### src/rtl/coder_pkg.sv
// Shared definitions for the N-input priority coder: width helper,
// scan-direction constants and the offer FSM state encoding.
package coder_pkg;

    // Scan direction values understood by prio_pick_n.
    localparam int PRIO_LOW  = 0;
    localparam int PRIO_HIGH = 1;

    // Offer FSM: IDLE has nothing on the output, OFFER presents RES with VLD=1.
    typedef enum logic {
        IDLE  = 1'b0,
        OFFER = 1'b1
    } state_e;

    // clog2 that never returns less than 1, so a single-input coder still
    // has a one-bit index port.
    function automatic int safe_clog2(input int n);
        if (n <= 2) begin
            return 1;
        end
        return $clog2(n);
    endfunction

endpackage

### src/rtl/prio_pick_n.sv
// Combinational circular scan: returns the first set bit of set_i found by
// walking from start_i upward (dir_i = PRIO_LOW) or downward
// (dir_i = PRIO_HIGH), wrapping around the N positions.
module prio_pick_n
    import coder_pkg::*;
#(
    parameter int N = 8,
    parameter int W = safe_clog2(N)
) (
    input  logic [N-1:0] set_i,
    input  logic [W-1:0] start_i,
    input  logic         dir_i,
    output logic [W-1:0] idx_o,
    output logic         found_o
);

    // Walk offsets from farthest to nearest so the nearest hit is the last
    // assignment and therefore wins.
    always_comb begin
        int pos;
        logic [W-1:0] pos_w;
        idx_o   = '0;
        found_o = 1'b0;
        pos     = 0;
        pos_w   = '0;
        for (int k = N - 1; k >= 0; k--) begin
            if (dir_i == 1'(PRIO_HIGH)) begin
                pos = int'(start_i) - k;
                if (pos < 0) begin
                    pos = pos + N;
                end
            end else begin
                pos = int'(start_i) + k;
                if (pos >= N) begin
                    pos = pos - N;
                end
            end
            pos_w = W'(pos);
            if (set_i[pos_w]) begin
                idx_o   = pos_w;
                found_o = 1'b1;
            end
        end
    end

endmodule

### src/rtl/prio_coder_n.sv
// Registered N-input priority encoder with sticky pending capture, per-input
// masking and a valid/ready offer port. Selection is fixed-lowest,
// fixed-highest or round-robin; one grant can be taken per clock.
module prio_coder_n #(
    parameter int N         = 8,
    parameter int PRIO_HIGH = 0,
    parameter int RR        = 0,
    localparam int W        = coder_pkg::safe_clog2(N)
) (
    input  logic         CLK,
    input  logic         RST_N,
    input  logic [N-1:0] INP,
    input  logic [N-1:0] CLR,
    input  logic [N-1:0] MSK,
    input  logic         RDY,
    output logic         VLD,
    output logic [W-1:0] RES,
    output logic [N-1:0] PND,
    output logic         MUL
);

    import coder_pkg::state_e;
    import coder_pkg::IDLE;
    import coder_pkg::OFFER;

    localparam logic [W-1:0] LAST = W'(N - 1);

    // Round-robin and fixed-low both scan upward; only fixed-high scans down.
    localparam logic SCAN_DIR = ((RR == 0) && (PRIO_HIGH != 0)) ? 1'b1 : 1'b0;

    state_e         state_q, state_d;
    logic [W-1:0]   res_q, res_d;
    logic [W-1:0]   ptr_q, ptr_d;
    logic [N-1:0]   pnd_q, pnd_d;
    logic           mul_q, mul_d;

    logic [N-1:0]   ack;
    logic [N-1:0]   elig;
    logic [N-1:0]   elig_post;
    logic [W-1:0]   start_load;
    logic [W-1:0]   start_post;
    logic [W-1:0]   idx_load;
    logic [W-1:0]   idx_post;
    logic           found_load;
    logic           found_post;
    logic           take;

    // A grant is taken whenever an offer is on the port and the consumer is ready.
    assign take = (state_q == OFFER) && RDY;

    // Per-bit acknowledge decode and eligibility (registered pending, unmasked).
    generate
        for (genvar gi = 0; gi < N; gi++) begin : g_bit
            assign ack[gi]       = take && (res_q == W'(gi));
            assign elig[gi]      = pnd_q[gi] && !MSK[gi];
            assign elig_post[gi] = elig[gi] && !ack[gi];
        end
    endgenerate

    // Round-robin resumes one above the last grant; the post-ack path already
    // treats the bit being granted now as the new pointer.
    function automatic logic [W-1:0] next_idx(input logic [W-1:0] idx);
        return (idx == LAST) ? '0 : W'(idx + 1'b1);
    endfunction

    generate
        if (RR != 0) begin : g_start_rr
            assign start_load = next_idx(ptr_q);
            assign start_post = next_idx(res_q);
        end else if (PRIO_HIGH != 0) begin : g_start_high
            assign start_load = LAST;
            assign start_post = LAST;
        end else begin : g_start_low
            assign start_load = '0;
            assign start_post = '0;
        end
    endgenerate

    // Picker for a fresh offer out of IDLE.
    prio_pick_n #(.N(N), .W(W)) u_pick_load (
        .set_i   (elig),
        .start_i (start_load),
        .dir_i   (SCAN_DIR),
        .idx_o   (idx_load),
        .found_o (found_load)
    );

    // Picker for the back-to-back offer that follows a grant.
    prio_pick_n #(.N(N), .W(W)) u_pick_post (
        .set_i   (elig_post),
        .start_i (start_post),
        .dir_i   (SCAN_DIR),
        .idx_o   (idx_post),
        .found_o (found_post)
    );

    // Pending update: clear beats a new request, a new request beats the ack.
    // MUL tracks the pending view it is registered alongside.
    always_comb begin
        pnd_d = '0;
        for (int i = 0; i < N; i++) begin
            pnd_d[i] = !CLR[i] && (INP[i] || (pnd_q[i] && !ack[i]));
        end
        mul_d = ($countones(pnd_d & ~MSK) >= 2);
    end

    // Offer FSM: load from IDLE, hold while stalled, withdraw on clear,
    // chain the next pick on each grant.
    always_comb begin
        state_d = state_q;
        res_d   = res_q;
        ptr_d   = ptr_q;
        case (state_q)
            IDLE: begin
                if (found_load) begin
                    res_d   = idx_load;
                    state_d = OFFER;
                end
            end
            OFFER: begin
                if (RDY) begin
                    ptr_d = res_q;
                    if (found_post) begin
                        res_d = idx_post;
                    end else begin
                        state_d = IDLE;
                    end
                end else if (CLR[res_q]) begin
                    state_d = IDLE;
                end
            end
            default: begin
                state_d = IDLE;
            end
        endcase
    end

    // State registers; reset parks the pointer at N-1 so the first search starts at 0.
    always_ff @(posedge CLK or negedge RST_N) begin
        if (!RST_N) begin
            state_q <= IDLE;
            res_q   <= '0;
            ptr_q   <= LAST;
            pnd_q   <= '0;
            mul_q   <= 1'b0;
        end else begin
            state_q <= state_d;
            res_q   <= res_d;
            ptr_q   <= ptr_d;
            pnd_q   <= pnd_d;
            mul_q   <= mul_d;
        end
    end

    assign VLD = (state_q == OFFER);
    assign RES = res_q;
    assign PND = pnd_q;
    assign MUL = mul_q;

endmodule

### config.mk
export PLATFORM = sky130hd
export DESIGN_NAME = prio_coder_n
export DESIGN_NICKNAME = d
export VERILOG_FILES = /design/src/rtl/coder_pkg.sv /design/src/rtl/prio_pick_n.sv /design/src/rtl/prio_coder_n.sv
export SDC_FILE = /design/constraint.sdc
export NUM_CORES = 1
export LEC_CHECK = 0
export BUFFER_PORTS_ARGS = -buffer_cell sky130_fd_sc_hd__buf_4
export CELL_PAD_IN_SITES_DETAIL_PLACEMENT = 1
export CELL_PAD_IN_SITES_GLOBAL_PLACEMENT = 1
export CORE_MARGIN = 2
export CORE_UTILIZATION = 37
export CTS_CLUSTER_SIZE = 16
export DETAILED_ROUTE_END_ITERATION = 8
export PLACE_DENSITY = 0.89
export SYNTH_ARGS = -nofsm -noshare
export SYNTH_HDL_FRONTEND = slang
export SYNTH_SLANG_ARGS = --single-unit
### constraint.sdc
create_clock -name CLK -period 4.6 [get_ports CLK]
set_clock_uncertainty 0.2 [all_clocks]
set_input_delay 0.46 -clock CLK [delete_from_list [all_inputs] [get_ports CLK]]
set_output_delay 0.46 -clock CLK [all_outputs]
set_load 0.01 [all_outputs]
==> results by group, run 1 <==
Status
  – Status: complete, no violations

Place
  – PortBufs: 39
  – DP HPWL: 3220 um
  – Gpl congestion: 0.863
  – Dpl ws: 0.331 ns

STA
  – Setup violators final: 0
  – Minimum clock period: 4.28 ns
  – Relative slew slack: 64.6%
  – FMAX: 234 MHz
  – Final Cycle Share: 93.1%
  – RSZ-0062 raised after global routing: no
  – Setup total negative slack: 0 ns
  – Final hold viol count: 0
  – Min setup slack post-route: 0.320 ns
  – Max-slew violation count: 0
  – Worst Tran Pin Value: 0.518 ns

Logic synthesis
  – Cells after synthesis: 135
  – Area of the mapped netlist: 1240 sq um
  – Synth warn: 0
  – Seq cells post-synth: 13
  – Synth Flop Type: dfrtp_1
  – Netlist cell types: 44
  – Post-synth EDFFs: 0
  – Asr flop ratio synth: 100%
  – Syn_area_per_cell: 9.16 sq um
  – Post-Syn Nets: 169
  – Post-synthesis sequential area ratio: 26.3%

Cells and area
  – Nets@finish: 209
  – FILL cells: 385
  – # diodes: 0
  – Share of post-route cells with drive strength above 1: 32.2%
  – Synthesis-to-layout area growth: 27.4%

Die
  – Die area: 3820 sq um
  – Core area: 3130 sq um
  – Die outline height: 61.8 um
  – DIE WIDTH: 61.8 um
  – Row count: 20
  – Initial core utilization: 39.5%
  – # IOs: 40

Global route
  – First-pass GRT wire length: 6290 um
  – GRT overflow: 0
  – Vias in the first global route: 1338
  – Initial antenna violation count: 0
  – GR Util All Layers: 23.2%
  – Largest net degree at the start of global routing: 16

Clocking
  – CTS clk-pin slew, worst paths: 0.09 ns
  – Root buf cell: clkbuf_4
  – Post_cts resized: 0
  – Clk Latency, worst-skew pair: 0.30 ns
  – H-tree levels: 1
  – CTS tree: yes
  – Cts bufs inserted: 3
  – Clock Path Buffers: 2
  – Sink Count: 13

Setup path
  – Setup crit end kind: flip-flop
  – Setup slack, reg-to-reg: 0.32 ns
  – Setup Crit Path Kind: reg -> reg
  – Startpoint Class: flip-flop
  – Worst r2r dst: MUL$_DFF_PN0_
  – Required @ worst endpoint: 4.59 ns
  – Cells on worst reg2reg path: 12
  – Critical R2R Launch: VLD$_DFF_PN0_
  – Worst Path Arrival: 4.27 ns
  – Crit-path max FO: 14

Detailed routing
  – WL per Instance: 18.1 um
  – DRC: 0
  – Uppermost layer routed: met4
  – Met3 WL post-DR: 223 um
  – DR vias: 1221
  – Routed wire length: 3950 um
  – M1 wire length: 1580 um
  – First drt pass iteration count: 4
  – Post-route ant nets: 0
  – Vias per cell: 5.60
  – Initial DRC count: 64
  – Metal2 WL: 2100 um

Power and ir drop
  – Leakage power: 0.707 nW
  – Sequential share of power: 33.9%
  – Combinational power share: 52.5%
  – Clock power frac: 13.5%
  – Switch Pwr: 255 uW
  – Int Power: 331 uW
  – Pwr per Cell Area: 372 nW/um^2
  – Switching Share: 43.5%
  – Peak supply drop: 0.138 mV

Min path
  – Hold Path Origin: CLR[2]
  – Hold depth: 2
  – Worst hold path type: in -> reg
  – Worst Hold Path EP: PND[2]$_DFF_PN0_

Job
  – Maxcap violations: 0
==> routing by layer <==
| layer | GRT usage (%) | up-vias |
|---|---|---|
| li1 | - | 570 |
| met1 | 26.1 | 604 |
| met2 | 43.3 | 40 |
| met3 | 5.18 | 7 |
| met4 | 6.99 | 0 |
| met5 | 0 | - |
==> stage by stage <==
stage	power, mW	hold slack (ns)	util, %	cell area [sq um]	instances
floorplan	0.413	-0.0356	-	1240	135
global placement	0.486	0.116	49.2	1540	213
detailed placement	0.504	0.124	49.2	1540	213
CTS	0.588	0.113	50.4	1580	218
global route	0.629	0.104	50.4	1580	218
finish	0.586	0.121	50.4	1580	218
==> power by group through the flow <==
stage          Sequential [mW]  Clock (mW)  Combinational [mW]
3_3_place_gp             0.194           0               0.291
6_report                 0.199      0.0794               0.308
2_1_floorplan            0.175           0               0.238
5_1_grt                  0.205      0.0878               0.337
3_5_place_dp             0.200           0               0.305
4_1_cts                  0.198      0.0811               0.309
==> sequential cells by signal, summed over array words and instances, names as in the netlist <==
signal / flops
RES: 3
PND: 8
VLD: 1
MUL: 1
==> synth_stat cells, types with 2 or more instances <==
library cell	n	area, sq um
a21oi_1	12	60.1
a41oi_1	2	17.5
and4b_2	2	22.5
buf_4	2	15.0
buf_6	3	33.8
dfrtp_1	13	325
fa_1	4	80.1
ha_1	3	37.5
inv_1	7	26.3
mux2_4	2	30.0
mux2i_1	2	20.0
mux4_2	2	45.0
nand2_1	12	45.0
nand2b_1	7	43.8
nand3_1	3	15.0
nand3b_1	4	30.0
nand4b_1	2	17.5
nor2_1	9	33.8
nor2b_1	6	37.5
nor3_1	2	10.0
o21ai_0	8	40.0
o31ai_1	2	15.0
or2b_1	2	15.0
or3_1	4	25.0
==> how the worst max path moves through the flow <==
stage,start,to,slack [ns],depth (start not counted)
floorplan,RDY,MUL$_DFF_PN0_,0.61,13
global placement,RDY,MUL$_DFF_PN0_,0.50,13
detailed placement,VLD$_DFF_PN0_,MUL$_DFF_PN0_,0.33,12
CTS,VLD$_DFF_PN0_,MUL$_DFF_PN0_,0.30,12
global route,VLD$_DFF_PN0_,MUL$_DFF_PN0_,0.14,12
finish,VLD$_DFF_PN0_,MUL$_DFF_PN0_,0.32,12
==> critical path, stage by stage (launching register included) <==
cell and delay, ns:
dfrtp_1 0.57, and4bb_2 0.38, nand2_1 0.09, a21oi_1 0.09, or3_1 0.35, fa_1 0.54, fa_1 0.56, inv_1 0.06
fa_1 0.49, ha_1 0.25, fa_1 0.38, o21ai_0 0.16, nand2b_1 0.07
==> cells in the final DEF, fill, tap and decap left out, drive strengths merged, types with 2 or more instances in the layout <==
cell type	synthesis	routed
nor3	2	2
and4b	2	2
nor2b	6	6
o31ai	2	2
o211ai	2	2
nand3b	4	4
mux4	2	2
or3	4	4
buf	5	40
dfrtp	13	13
nand4b	2	2
clkbuf	1	4
mux2	2	2
a41oi	2	2
a32oi	2	2
nand3	3	3
inv	7	7
nor2	9	9
a21oi	12	12
ha	3	3
nand2b	8	8
or2b	3	3
o21ai	8	8
nand2	12	12
fa	4	4
mux2i	2	2
==> cells by family after synthesis <==
family / share of synthesized area (%)
AND/OR/NAND/NOR: 30.6
buffers and inverters: 6.38
flip-flops: 26.3
multiplexers: 7.69
AO/OA/AOI/OAI: 19.5
adder cells (fa/ha/maj): 9.51
==> cell type report <==
class	count	area [sq um]	area share, %
Clock buffer	4	26.3	1.67
Timing Repair Buffer	41	310	19.7
Inverter	7	26.3	1.67
Tap cell	44	55.1	3.49
Multi-Input combinational cell	109	832	52.8
Sequential cell	13	325	20.7
==> repair_timing <==
action,CTS,global route
hold buffers,1,0
endpoints found under the hold margin,13,0
buffers inserted,0,0
Power figures use the tool's default switching activity.
==> run 2, diff against run 1 <==
Settings changed: BUFFER_PORTS_ARGS -buffer_cell sky130_fd_sc_hd__buf_4 to -buffer_cell sky130_fd_sc_hd__buf_2.
==> results by group, run 2 (same netlist as run 1, synthesis figures left out) <==
STA
  – Relative slew slack: 69.6%
  – Minimum clock period: 4.28 ns
  – RSZ-0062 raised after global routing: no
  – Max-slew violation count: 0
  – Worst Tran Pin Value: 0.456 ns
  – Setup total negative slack: 0 ns
  – Min setup slack post-route: 0.322 ns
  – Final Cycle Share: 93.0%
  – Final hold viol count: 0
  – FMAX: 234 MHz
  – Setup violators final: 0

Detailed routing
  – WL per Instance: 16.6 um
  – DR vias: 1199
  – Vias per cell: 5.50
  – Post-route ant nets: 0
  – First drt pass iteration count: 4
  – Routed wire length: 3610 um
  – Initial DRC count: 61
  – DRC: 0

Place
  – PortBufs: 39
  – Area after DPL: 1440 sq um
  – Dpl ws: 0.345 ns
  – Gpl congestion: 0.833
  – DP HPWL: 2970 um

Power and ir drop
  – Pwr per Cell Area: 381 nW/um^2
  – Leakage power: 0.680 nW
  – Switching Share: 45.0%
  – Switch Pwr: 254 uW
  – Combinational power share: 50.5%
  – Peak supply drop: 0.151 mV
  – Int Power: 310 uW
  – Sequential share of power: 35.3%
  – Clock power frac: 14.2%
  – Pwr Total: 564 uW

Clocking
  – Cts bufs inserted: 3
  – Post_cts resized: 0
  – CTS clk-pin slew, worst paths: 0.10 ns
  – Sink Count: 13
  – Root buf cell: clkbuf_4
  – Clk Latency, worst-skew pair: 0.30 ns
  – CTS tree: yes
  – H-tree levels: 1
  – Clock Path Buffers: 2
  – Total setup buffers inserted after CTS: 0

Setup path
  – Setup crit end kind: flip-flop
  – Cell mode on critical path: fa_1
  – CP max stage cell: dfrtp_1
  – CP delay by family, top: adder cells
  – Required @ worst endpoint: 4.59 ns
  – Setup Crit Path Kind: reg -> reg
  – CP cell instances: and4bb_2 > nand2_1 > a21oi_1 > or3_1 > fa_1 > fa_1 > inv_1 > fa_1 > ha_1 > fa_1 > o21ai_0 > nand2b_1
  – CP peak stage delay: 0.56 ns
  – Worst Path Buf+Inv: 1
  – Worst Path Arrival: 4.27 ns
  – Startpoint Class: flip-flop
  – Crit-path max FO: 14

Cells and area
  – # diodes: 0
  – Most frequent cells in the layout: buf_2, dfrtp_1, a21oi_1, nand2_1, nor2_1
  – Synthesis-to-layout area growth: 19.6%
  – Share of post-route cells with drive strength above 1: 32.8%
  – FILL cells: 397
  – Final Util: 47.3%
  – Fin area: 1480 sq um
  – Nets@finish: 209
  – Max reg flops: 8
  – Most common cell after layout, fill and taps aside: buf_2

Global route
  – M1 GR Usage: 27.0%
  – Vias in the first global route: 1279
  – GRT overflow: 0
  – First-pass GRT wire length: 5930 um
  – GR Util met3: 2.90%
  – Met2 Use GR: 37.9%
  – Largest net degree at the start of global routing: 15
  – Initial antenna violation count: 0
  – GRT busiest layer: met2
  – GR Util All Layers: 21.4%

Min path
  – Worst hold path type: in -> reg

Die
  – Die area: 3820 sq um
  – Die outline height: 61.8 um
  – Row count: 20
  – Initial core utilization: 39.5%
  – Core area: 3130 sq um
  – DIE WIDTH: 61.8 um
  – # IOs: 40

Status
  – Status: complete, no violations

Job
  – Maxcap violations: 0
run 2: changes by cell type in the layout (fill, tap and decap cells not counted):
| cell | change |
|---|---|
| buf_4 | -39 |
| clkinv_2 | +1 |
| buf_2 | +39 |
| clkbuf_1 | -1 |
run 2: through the flow:
| step | std cells | hold WS, ns |
|---|---|---|
| 5_1_grt | 218 | 0.127 |
| 6_report | 218 | 0.127 |
| 3_5_place_dp | 213 | 0.175 |
| 3_3_place_gp | 213 | 0.167 |
| 2_1_floorplan | 135 | -0.0356 |
| 4_1_cts | 218 | 0.118 |
run 2: path summary, 6_finish.rpt:
kind	start	endpoint	slack, ns	cells past startpoint
worst max-delay path	VLD$_DFF_PN0_	MUL$_DFF_PN0_	0.32	12
worst min-delay path	CLR[1]	PND[1]$_DFF_PN0_	0.13	2
worst max register to register	VLD$_DFF_PN0_	MUL$_DFF_PN0_	0.32	12
worst min register to register	PND[1]$_DFF_PN0_	PND[1]$_DFF_PN0_	0.37	2
max in group asynchronous	RST_N	PND[7]$_DFF_PN0_	3.58	2
min in group asynchronous	RST_N	VLD$_DFF_PN0_	0.38	2
run 2: power by group through the flow:
stage	sequential (mW)	clock (mW)	combinational (mW)
floorplan	0.175	0	0.238
CTS	0.198	0.0823	0.285
global placement	0.195	0	0.270
global route	0.207	0.0887	0.310
detailed placement	0.201	0	0.282
finish	0.199	0.0799	0.284
run 2: repair_timing:
action	in CTS	in global routing
setup endpoints to repair	0	0
hold buffers	1	0
endpoints found under the hold margin	13	0
run 2: cell type report:
type	count	area [sq um]	share of cell area, %
inverter	7	26.3	1.78
clock buffer	3	22.5	1.52
multi-input combinational	109	832	56.3
sequential	13	325	22.0
timing repair buffer	41	213	14.4
tap	44	55.1	3.72
clock inverter	1	5.00	0.338
run 2: routing by layer:
layer,part of all wire (%),up-vias
met5,0,-
met4,1.5,0
met3,4.5,5
met2,49,35
met1,45,591
li1,-,568
